<file path="src/rtl/path_trace_pkg.sv">
// Shared definitions for the shortest-path traceback reader: direction codes written by the
// solver into P, default bus widths and the traceback FSM state encoding.
package path_trace_pkg;

  localparam int unsigned DefDWidth = 8;
  localparam int unsigned DefAWidth = 13;

  localparam logic [7:0] CodeStart = 8'h08;
  localparam logic [7:0] CodeRight = 8'h09;
  localparam logic [7:0] CodeDown  = 8'h0A;

  typedef enum logic [2:0] {
    StIdle,
    StRd,
    StWait,
    StDec,
    StFin
  } state_t;

endpackage

</file>
<file path="src/rtl/path_trace_addr.sv">
// Row-major cell address generator: addr = row * SIZE_ROW + col, truncated to A_WIDTH.
module path_trace_addr
  import path_trace_pkg::*;
#(
  parameter int unsigned SIZE_ROW = 4,
  parameter int unsigned A_WIDTH  = DefAWidth
) (
  input  logic [A_WIDTH-1:0] row,
  input  logic [A_WIDTH-1:0] col,
  output logic [A_WIDTH-1:0] addr
);

  assign addr = row * A_WIDTH'(SIZE_ROW) + col;

endmodule

</file>
<file path="src/rtl/path_trace.sv">
// Traceback reader: walks P from the bottom-right cell back to Start, logging addresses into T.
// Optional macro COST_SUM_EN also reads M alongside P and accumulates the path cost.
module path_trace
  import path_trace_pkg::*;
#(
  parameter int unsigned SIZE_ROW = 4,
  parameter int unsigned NUM_ROWS = 4,
  parameter int unsigned D_WIDTH  = DefDWidth,
  parameter int unsigned A_WIDTH  = DefAWidth
) (
  input  logic               Clk,
  input  logic               Rst,
  input  logic               Go,
  input  logic [D_WIDTH-1:0] P_In,
  input  logic [D_WIDTH-1:0] M_In,
  output logic [A_WIDTH-1:0] P_Addr,
  output logic               P_En,
  output logic               P_Rw,
  output logic [A_WIDTH-1:0] M_Addr,
  output logic               M_En,
  output logic               M_Rw,
  output logic [A_WIDTH-1:0] T_Addr,
  output logic [A_WIDTH-1:0] T_Out,
  output logic               T_En,
  output logic               T_Rw,
  output logic               Busy,
  output logic               Done,
  output logic               Err,
  output logic [A_WIDTH-1:0] Len,
  output logic [15:0]        Cost
);

  localparam logic [D_WIDTH-1:0] DStart = D_WIDTH'(CodeStart);
  localparam logic [D_WIDTH-1:0] DRight = D_WIDTH'(CodeRight);
  localparam logic [D_WIDTH-1:0] DDown  = D_WIDTH'(CodeDown);

  state_t             state_q, state_d;
  logic [A_WIDTH-1:0] row_q, row_d, col_q, col_d, k_q, k_d, len_q, len_d;
  logic [A_WIDTH-1:0] p_addr_q, p_addr_d, t_addr_q, t_addr_d, t_out_q, t_out_d;
  logic [A_WIDTH-1:0] next_addr;
  logic [D_WIDTH-1:0] code_q, code_d;
  logic               p_en_q, p_en_d, t_en_q, t_en_d;
  logic               busy_q, busy_d, done_q, done_d, err_q, err_d;

  path_trace_addr #(
    .SIZE_ROW(SIZE_ROW),
    .A_WIDTH (A_WIDTH)
  ) u_addr (
    .row (row_d),
    .col (col_d),
    .addr(next_addr)
  );

  always_comb begin
    state_d  = state_q;
    row_d    = row_q;
    col_d    = col_q;
    k_d      = k_q;
    len_d    = len_q;
    code_d   = code_q;
    t_en_d   = 1'b0;
    t_addr_d = t_addr_q;
    t_out_d  = t_out_q;
    busy_d   = busy_q;
    done_d   = 1'b0;
    err_d    = err_q;
    unique case (state_q)
      StIdle: begin
        if (Go) begin
          row_d   = A_WIDTH'(NUM_ROWS - 1);
          col_d   = A_WIDTH'(SIZE_ROW - 1);
          k_d     = '0;
          len_d   = '0;
          err_d   = 1'b0;
          busy_d  = 1'b1;
          state_d = StRd;
        end
      end
      StRd:   state_d = StWait;
      StWait: begin
        code_d  = P_In;
        state_d = StDec;
      end
      StDec: begin
        // p_addr_q still holds the address of the cell whose code is being decoded.
        t_addr_d = k_q;
        t_out_d  = p_addr_q;
        if (code_q == DStart) begin
          t_en_d  = 1'b1;
          len_d   = k_q + A_WIDTH'(1);
          state_d = StFin;
        end else if (code_q == DRight && col_q != '0) begin
          t_en_d  = 1'b1;
          k_d     = k_q + A_WIDTH'(1);
          col_d   = col_q - A_WIDTH'(1);
          state_d = StRd;
        end else if (code_q == DDown && row_q != '0) begin
          t_en_d  = 1'b1;
          k_d     = k_q + A_WIDTH'(1);
          row_d   = row_q - A_WIDTH'(1);
          state_d = StRd;
        end else begin
          t_addr_d = t_addr_q;
          t_out_d  = t_out_q;
          err_d    = 1'b1;
          len_d    = k_q;
          state_d  = StFin;
        end
        if (state_d == StFin) begin
          done_d = 1'b1;
          busy_d = 1'b0;
        end
      end
      StFin:   state_d = StIdle;
      default: state_d = StIdle;
    endcase
  end

  // Memory reads are issued on entry to RD so the registered enable lines up with the RD cycle.
  always_comb begin
    p_en_d   = 1'b0;
    p_addr_d = p_addr_q;
    if (state_d == StRd) begin
      p_en_d   = 1'b1;
      p_addr_d = next_addr;
    end
  end

  always_ff @(posedge Clk) begin
    if (!Rst) begin
      state_q  <= StIdle;
      row_q    <= '0;
      col_q    <= '0;
      k_q      <= '0;
      len_q    <= '0;
      code_q   <= '0;
      p_addr_q <= '0;
      p_en_q   <= 1'b0;
      t_addr_q <= '0;
      t_out_q  <= '0;
      t_en_q   <= 1'b0;
      busy_q   <= 1'b0;
      done_q   <= 1'b0;
      err_q    <= 1'b0;
    end else begin
      state_q  <= state_d;
      row_q    <= row_d;
      col_q    <= col_d;
      k_q      <= k_d;
      len_q    <= len_d;
      code_q   <= code_d;
      p_addr_q <= p_addr_d;
      p_en_q   <= p_en_d;
      t_addr_q <= t_addr_d;
      t_out_q  <= t_out_d;
      t_en_q   <= t_en_d;
      busy_q   <= busy_d;
      done_q   <= done_d;
      err_q    <= err_d;
    end
  end

`ifdef COST_SUM_EN
  logic [D_WIDTH-1:0] m_q;
  logic [A_WIDTH-1:0] m_addr_q;
  logic               m_en_q;
  logic [15:0]        cost_q;

  always_ff @(posedge Clk) begin
    if (!Rst) begin
      m_q      <= '0;
      m_addr_q <= '0;
      m_en_q   <= 1'b0;
      cost_q   <= '0;
    end else begin
      m_en_q   <= p_en_d;
      m_addr_q <= p_addr_d;
      if (state_q == StWait) m_q <= M_In;
      if (state_q == StIdle && Go) begin
        cost_q <= '0;
      end else if (t_en_d) begin
        cost_q <= cost_q + 16'(m_q);
      end
    end
  end

  assign M_En   = m_en_q;
  assign M_Addr = m_addr_q;
  assign Cost   = cost_q;
`else
  logic unused_m_in;
  assign unused_m_in = ^M_In;
  assign M_En        = 1'b0;
  assign M_Addr      = '0;
  assign Cost        = '0;
`endif

  assign P_Addr = p_addr_q;
  assign P_En   = p_en_q;
  assign P_Rw   = 1'b0;
  assign M_Rw   = 1'b0;
  assign T_Addr = t_addr_q;
  assign T_Out  = t_out_q;
  assign T_En   = t_en_q;
  assign T_Rw   = t_en_q;
  assign Busy   = busy_q;
  assign Done   = done_q;
  assign Err    = err_q;
  assign Len    = len_q;

endmodule

</file>
<file path="config.mk">
export PLATFORM = sky130hd
export DESIGN_NAME = path_trace
export DESIGN_NICKNAME = d
export VERILOG_FILES = /design/src/rtl/path_trace_pkg.sv /design/src/rtl/path_trace_addr.sv /design/src/rtl/path_trace.sv
export SDC_FILE = /design/constraint.sdc
export NUM_CORES = 1
export LEC_CHECK = 0
export BUFFER_PORTS_ARGS = -buffer_cell sky130_fd_sc_hd__buf_2
export CAP_MARGIN = 20
export CORE_ASPECT_RATIO = 0.5
export CORE_MARGIN = 3
export CORE_UTILIZATION = 55
export DETAILED_ROUTE_END_ITERATION = 8
export GPL_TIMING_DRIVEN = 0
export PLACE_DENSITY = 0.8
export SYNTH_ARGS = -nofsm -noshare
export SYNTH_HDL_FRONTEND = slang
export SYNTH_SLANG_ARGS = --single-unit
</file>
<file path="constraint.sdc">
create_clock -name Clk -period 4.4 [get_ports Clk]
set_input_delay 0.22 -clock Clk [delete_from_list [all_inputs] [get_ports Clk]]
set_output_delay 0.22 -clock Clk [all_outputs]
set_load 0.02 [all_outputs]
</file>
; Yosys cells after proc, flatten, opt, wreduce, memory -nomap -nowiden
; Cells that the tools add are included.
[word_totals]
word_cells = 93
input_bits = 19
regBits = 107
[op_classes]
n_eq_ne = 17
n_mux = 43
reduce_logical = 14
addsub = 4
[ops]
columns = operator, n
row1 = 2-to-1 mux 13 bit, 20
row2 = one-hot mux 13 bit (2 select lines), 4
row3 = nonzero test 13 bit, 2
row4 = "subtractor 13 x 1 -> 13 bit, second input constant", 2
row5 = "equality test 8 x 4 -> 1 bit, second input constant", 3
row6 = 2-to-1 mux 3 bit, 5
row7 = "adder 13 x 1 -> 13 bit, second input constant", 1
row8 = adder 13 bit, 1
row9 = "inequality test 2 bit, second input constant", 6
row10 = one-hot mux 3 bit (4 select lines), 1
row11 = 2-to-1 mux 1 bit, 11
row12 = AND reduction 5 bit, 2
row13 = "inequality test 3 bit, second input constant", 3
row14 = AND reduction 4 bit, 2
row15 = "equality test 3 x 1 -> 1 bit, second input constant", 2
row16 = "equality test 3 x 2 -> 1 bit, second input constant", 2
row17 = one-hot mux 1 bit (2 select lines), 2
row18 = AND reduction 2 bit, 2
row19 = "equality test 3 bit, second input constant", 1
row20 = logical NOT 3 bit, 1
row21 = AND reduction 3 bit, 1
row22 = nonzero test 3 bit, 1
row23 = logical AND 1 bit, 2
row24 = nonzero test 2 bit, 1

; Longest topological paths before layout
; Gate-level depths: netlist of run 1.
[logic_depth]
word_depth = 9
mapped_depth = 16
depth_no_buf = 16

; By module
; From an unflattened synthesis of run 1, not the netlist that was laid out.
[unflattened]
cells_unflattened = 705
area_unflattened_um2 = 5980.7
[modules_own_cells]
columns = mod, seq_area_each_um2, n_inst, area_per_inst_um2, cells_per_inst
row1 = path_trace, 2142.1, 1, 5512.8, 641
row2 = path_trace_addr, 0.0, 1, 467.9, 64

; Worst setup path after synthesis of run 1
; OpenSTA, ideal clock, no wires.
[synth_path]
path_kind = reg2reg
startpoint = reg state_q[0]
endpoint = reg p_addr_q[12] (netlist: P_Addr[12])
setup_time_ns = 0.079
path_stages_with_launch = 15
n_path_buf = 2
t_required_ns = 4.321
setup_slack_ns = 0.762
t_arrival_ns = 3.558
path_cell_list = dfxtp_1 > or4b_2 > clkbuf_1 > clkbuf_1 > nand3_1 > o21ai_0 > ha_1 > fa_1 > a21o_1 > a211oi_1 > nor2_1 > o41ai_1 > o21ai_0 > xnor2_1 > a211oi_2
[synth_via]
elab_chain_cells = 3
[synth_lines]
columns = item, line
row1 = "start, declared", path_trace.sv:37  ; state_t state_q, state_d;
row2 = "start signal, assigned", path_trace.sv:131  ; state_q <= StIdle;
row3 = "start signal, assigned", path_trace.sv:146  ; state_q <= state_d;
row4 = equality test 3 x 2 -> 1 bit or logical NOT 3 bit (tied branches), path_trace.sv:67  ; unique case (state_q)
row5 = one-hot mux 13 bit (2 select lines) *, path_trace.sv:67
row6 = named net col_d[2], path_trace.sv:38  ; logic [A_WIDTH-1:0] row_q, row_d, col_q, col_d, k_q, k_d, len_q, len_d;
row7 = adder 13 bit *, path_trace_addr.sv:13  ; assign addr = row * A_WIDTH'(SIZE_ROW) + col;
row8 = "end signal, assigned", path_trace.sv:152  ; p_addr_q <= p_addr_d;
row9 = "end, declared", path_trace.sv:39  ; logic [A_WIDTH-1:0] p_addr_q, p_addr_d, t_addr_q, t_addr_d, t_out_q, t_out_d;
; The timed path passes the listed nets; every way through them passes the cells marked *.
; A chain may end at the register's enable or synchronous reset.

; Worst setup path in the final report of run 1
; Same ends and word-level chain as after synthesis.

==> out/qor.yml, run 1 <==
drt-pass1-iter-count: 5
vias: 4933
drt_iter0_drc: 308
async_flop_share: 0
layout-drive-gt1-share: 0.196
setup_viol: 0
routed_via_density: 5.45
peakVddDrop_uv: 212
rows: 25
worstPathRequired_ns: 4.62
layout.nets: 800
final_antenna_net_count: 0
gp_congestion: 0.903
core_area_sq_um: 9600
initial_core_util: 0.573
drv_slew: 0
reg2reg_depth: 14
io_buffers: 68
max_cap_violations: 0
grt_max_degree: 19
grt_remaining_overflow: 0
ys_ff_latch: 107
cts_buffer_depth: 2
final_area_sq_um: 6420
crit_arrival_ns: 4.39
die_w_microns: 147
die_area_sq_um: 11300
yosysWarnings: 0
areaGrowthSynthToFinish_pct: 16.7
ys.flop_type: "dfxtp_1"
drc: 0
rsz0062_at_grt: "no"
dr_wl_met2_mm: 6.15
cts-root-buf: "clkbuf_16"
power_density_nw_per_um2: 327
start_kind: "flip-flop"
totalWireLength_mm: 13.3
min_period_ns: 4.17
grt_antenna_before_repair: 0
synthTopCellsByArea: "dfxtp_1 (39%), mux2i_1 (7.5%), nor2_1 (6.3%)"
cts_tree: "yes"
slew_headroom: 0.432
syn_area_per_cell_sq_um: 8.41
ys_types: 60
clk_latency_ns: 0.35
fin_crit_sh: 0.948
cts_buffers: 9
end_kind: "flip-flop"
status: "complete, no violations"
diodes: 0
whs_ns: 0.106
dpl.hpwl_mm: 9.89
ioPinCount: 109
netlist_area_sq_um: 5510
synth_common_cells: "dfxtp_1 (107), nor2_1 (93), nand2_1 (56), a21oi_1 (51), mux2i_1 (41)"
grt_pass1_vias: 4601
worst_pin_slew_ns: 0.840
fmax_ghz: 0.240
final_core_util: 0.669
fin_setup_tns_ns: 0
hold_buffers: 0
hp-class: "in -> reg"
skew_ns: 0.00607
h-tree-depth: 3
yosysTopAreaCellShare: 0.389
synth_most_common_cell: "dfxtp_1"
highest_layer: "met4"
drt-met1-wl_mm: 6.03
fp.dieH_microns: 76.7
hold_depth: 3
grt_util_all_layers: 0.238
placed_cell_area_sq_um: 6130
wl_met3_microns: 877
hold_violations: 0
synthCells: 655
grt_pass1_wl_mm: 22.1
synth_top_area_cell: "dfxtp_1"
synth_edf_count: 0
ys_seq_area_frac: 0.389
path_class: "reg -> reg"
p_leak_nw: 2.67
cts.reportedPaths.clkPinSlew_ns: 0.07
wl_per_cell_microns: 14.7
cp_max_fo: 10
cts_sinks: 107
-- area by class of cell --
| cell class | count | area, sq um |
|---|---|---|
| fill | 838 | 3180 |
| buffer | 64 | 399 |
| multi-input combinational | 506 | 3060 |
| inverter | 9 | 33.8 |
| tap | 135 | 169 |
| timing repair buffer | 68 | 340 |
| clock inverter | 7 | 53.8 |
| clock buffer | 9 | 225 |
| sequential | 107 | 2140 |
-- placed cells by master, fill, tap and decap left out, types with 10 or more instances in the layout --
cell type	count
ha_1	15
xnor2_1	14
nor2_1	93
and2_1	30
conb_1	32
or3_1	12
clkbuf_1	19
nor3_1	18
buf_4	34
nand2_1	56
a21oi_1	51
o21ai_1	10
buf_2	75
o21ai_0	23
nand3_1	19
dfxtp_1	107
mux2i_1	41
-- sequential cells by signal (all words and copies together), names as in the netlist, 3 cells and up --
| name | count |
|---|---|
| state_q | 3 |
| k_q | 13 |
| Len | 13 |
| code_q | 8 |
| P_Addr | 13 |
| col_q | 13 |
| T_Out | 13 |
| row_q | 13 |
| T_Addr | 13 |
-- cell families (layout without fill, tap and decap cells) --
kind of cell / Yosys count / count (layout) / share of synthesized area
AOI/OAI and AO/OA: 119 / 119 / 0.132
xor gates and xnor gates: 23 / 23 / 0.0366
adders and majority gates: 16 / 16 / 0.0377
buffers and inverters: 73 / 157 / 0.0786
DFF: 107 / 107 / 0.389
muxes: 41 / 41 / 0.0745
other: 1 / 32 / 0.000681
and+or+nand+nor: 275 / 275 / 0.251
-- repair_timing --
action                     CTS  global route
buffers inserted             0             0
setup endpoints to repair    0             1
resized for setup            0             2
-- stage by stage --
step	instances	power, W	setup slack [ns]
after floorplan	686	0.00127	0.762
after global placement	889	0.00134	0.195
after detailed placement	889	0.00135	0.139
after CTS	905	0.00211	0.0904
after global routing	905	0.00218	0.0156
final	905	0.00210	0.228
-- worst max-delay path: stages, from the launching register on --
cell	delay, ns
dfxtp_1	0.36
or4b_2	0.69
clkbuf_1	0.30
clkbuf_1	0.33
nand3_1	0.15
o21ai_0	0.11
ha_1	0.23
fa_1	0.42
a21o_1	0.19
a211oi_1	0.23
nor2_1	0.11
o41ai_2	0.30
o21ai_0	0.21
xnor2_1	0.27
a211oi_2	0.11
-- power breakdown --
| group | internal (W) | switching (W) |
|---|---|---|
| combinational | 0.000104 | 0.000212 |
| sequential | 0.000996 | 0.0000282 |
| clock | 0.000387 | 0.000372 |
| total | 0.00149 | 0.000613 |
-- metal layers --
metal  up-vias  global-route usage
met1      2309               0.305
met2       180               0.400
met3        16              0.0590
li1       2428                   -
met4         0              0.0734
met5         -                   0
-- final timing paths --
path	start	endpoint	slack (ns)
max	state_q[0]	P_Addr[12]	0.23
min	P_In[4]	code_q[4]	0.11
min reg2reg	P_Addr[8]	P_Addr[8]	0.47
max reg2reg	state_q[0]	P_Addr[12]	0.23
No activity file was read; power rests on OpenSTA's default activity.
==> inputs of run 2 (changes only) <==
==> constraint.sdc (replaced) <==
create_clock -name Clk -period 4.4 [get_ports Clk]
set_input_delay 0 -clock Clk [delete_from_list [all_inputs] [get_ports Clk]]
set_output_delay 0 -clock Clk [all_outputs]
set_load 0.02 [all_outputs]
==> run 2 against run 1 <==
Net effect:
- total power is 0.50% higher
- sequential power barely moved
- non-clock buffer count increased by 9
- first-iteration DRC count rose by 7.8%
- setup slack got worse by 0.024 ns
- combinational power up 3%
- clock-buffer cell count unchanged
- fmax down 0.57%
- largest cell class unchanged
- core utilization grew 0.94 points
- register-to-register slack worse by 0.02 ns
- clock power about the same
- clock skew about the same
==> out/qor.yml, run 2 (synthesized netlist as in run 1, its figures left out) <==
die_area_sq_um: 11300  # unchanged
hold_violations: 0  # unchanged
grt_antenna_before_repair: 0  # unchanged
drc: 0  # unchanged
status: "complete, no violations"  # unchanged
cts_buffers: 9  # unchanged
hp-start: "Go"  # was P_In[4]
regArea_sq_um: 2140  # unchanged
power_density_nw_per_um2: 324  # was 327 nW/um^2
worstPathRequired_ns: 4.62  # about the same
fillers: 820  # was 838
r2r-end: "P_Addr[12]"  # unchanged
initial_core_util: 0.573  # unchanged
setup_ws_ns: 0.204  # was 0.228 ns
max_cap_violations: 0  # unchanged
critical_path.cell_chain: "or4b_2 -> clkbuf_1 -> clkbuf_1 -> nand3_1 -> o21ai_0 -> ha_1 -> fa_1 -> a21o_1 -> a211oi_1 -> nor2_1 -> o41ai_2 -> o21ai_0 -> xnor2_1 -> a211oi_2"  # unchanged
totalWireLength_mm: 13.6  # was 13.3 mm
core_area_sq_um: 9600  # unchanged
start_kind: "flip-flop"  # unchanged
grt_util_all_layers: 0.243  # was 0.238
p_leak_nw: 2.70  # was 2.67 nW
io_buffers: 68  # unchanged
diodes: 0  # unchanged
rows: 25  # unchanged
mostFrequentLayoutCell: "dfxtp_1"  # unchanged
vias: 4993  # was 4933
dpl.hpwl_mm: 9.89  # unchanged
fmax_ghz: 0.238  # was 0.240 GHz
cts_buffer_depth: 2  # unchanged
layout-drive-gt1-share: 0.194  # was 0.196
grt_pass1_vias: 4711  # was 4601
ioPinCount: 109  # unchanged
slew_headroom: 0.411  # was 0.432
drt_iter0_drc: 332  # was 308
reg2reg_depth: 14  # unchanged
worst_hold_path.endpoint: "Busy"  # was code_q[4]
die_w_microns: 147  # unchanged
grt_pass1_wl_mm: 22.5  # was 22.1 mm
fin_setup_tns_ns: 0  # unchanged
clk_latency_ns: 0.35  # about the same
setup_viol: 0  # unchanged
seqPwrFrac: 0.486  # was 0.488
clockPowerShare: 0.361  # was 0.362
post-cts-setup-buffer-count: 0  # unchanged
r2r_slack_ns: 0.20  # was 0.23 ns
place_ws_ns: 0.139  # unchanged
final_cell_mix: "dfxtp_1 (107), nor2_1 (93), buf_2 (75)"  # unchanged
drt-pass1-iter-count: 5  # unchanged
grt_max_degree: 19  # unchanged
wl_per_cell_microns: 14.9  # was 14.7 microns
areaGrowthSynthToFinish_pct: 18.3  # was 16.7%
cts.reportedPaths.clkPinSlew_ns: 0.07  # about the same
worst_pin_slew_ns: 0.876  # was 0.840 ns
peakVddDrop_uv: 213  # was 212 uV
grt_remaining_overflow: 0  # unchanged
end_kind: "flip-flop"  # unchanged
r2r_start: "state_q[0]"  # unchanged
multi_input_area_sq_um: 3060  # unchanged
min_period_ns: 4.20  # was 4.17 ns
cts-root-buf: "clkbuf_16"  # unchanged
final_antenna_net_count: 0  # unchanged
gp_congestion: 0.903  # unchanged
drv_slew: 0  # unchanged
rsz0062_at_grt: "no"  # unchanged
hold_depth: 4  # was 3
slowest_stage: "or4b_2"  # unchanged
combPwrFrac: 0.154  # was 0.151
routed_via_density: 5.46  # was 5.45
h-tree-depth: 3  # unchanged
cp_max_fo: 10  # unchanged
cts_tree: "yes"  # unchanged
skew_ns: 0.00625  # was 0.00607 ns
fp.dieH_microns: 76.7  # unchanged
path_class: "reg -> reg"  # unchanged
swShare: 0.293  # was 0.292
layout.nets: 809  # was 800
fin_crit_sh: 0.954  # was 0.948
netSwitchingPower_w: 0.000618  # was 0.000613 W
crit_arrival_ns: 4.42  # was 4.39 ns
p_int_w: 0.00149  # about the same
hp-class: "in -> reg"  # unchanged
cpPeakStageDelay_ns: 0.70  # was 0.69 ns
cts_sinks: 107  # unchanged
[run 2: cell types whose count changed in the layout (fill, tap and decap cells not counted), sizes merged]
cell,change
dlygate4sd3,+9
[run 2: what timing repair did]
item                                    CTS  global route
endpoints found under the hold margin    10             0
gates resized for setup                   0             2
endpoints found under the setup margin    0             1
hold buffers                              9             0
[run 2: worst max-delay path by stage]
stage | start | end | slack, ns
final | state_q[0] | P_Addr[12] | 0.20
after global routing | state_q[0] | P_Addr[12] | 0.02
after CTS | state_q[0] | P_Addr[12] | 0.09
after detailed placement | state_q[0] | P_Addr[12] | 0.14
after global placement | state_q[0] | P_Addr[12] | 0.20
after floorplan | state_q[0] | P_Addr[12] | 0.76
[run 2: layout make-up]
type                    count  share of cell area
clock inverters             7             0.00826
inverters                   9             0.00519
clock buffers               9              0.0346
well taps                 135              0.0259
multi-input cells         506               0.470
plain buffers              64              0.0613
flip-flops and latches    107               0.329
repair buffers             77              0.0661
[run 2: worst max-delay path: cells and delay by family, from the launching register on]
kind	cells	cell delay (ns)
buf+inv	2	0.64
xor+xnor	1	0.27
compound gates	6	1.15
fa+ha+maj	2	0.65
flops	1	0.37
simple gates	3	0.96
[run 2: power groups by stage]
stage	combinational, W	sequential [W]	clock, W
after floorplan	0.000220	0.00105	0
after global placement	0.000300	0.00104	0
after detailed placement	0.000309	0.00105	0
after CTS	0.000319	0.00102	0.000770
after global routing	0.000355	0.00103	0.000805
final	0.000324	0.00102	0.000761
[run 2: stage by stage]
stage,hold slack (ns),power [W],instance area (sq um),utilization,cells
2_1_floorplan,0.122,0.00127,5620,-,686
5_1_grt,0.190,0.00219,6510,0.678,914
3_3_place_gp,0.235,0.00134,6130,0.638,889
4_1_cts,0.158,0.00211,6500,0.677,914
6_report,0.163,0.00211,6510,0.678,914
3_5_place_dp,0.243,0.00135,6130,0.638,889
[run 2: per-layer routing]
layer | global-route usage | wire length, microns
met1 | 0.308 | 6130
met2 | 0.410 | 6310
met3 | 0.0596 | 868
met4 | 0.0799 | 276
met5 | 0 | 0
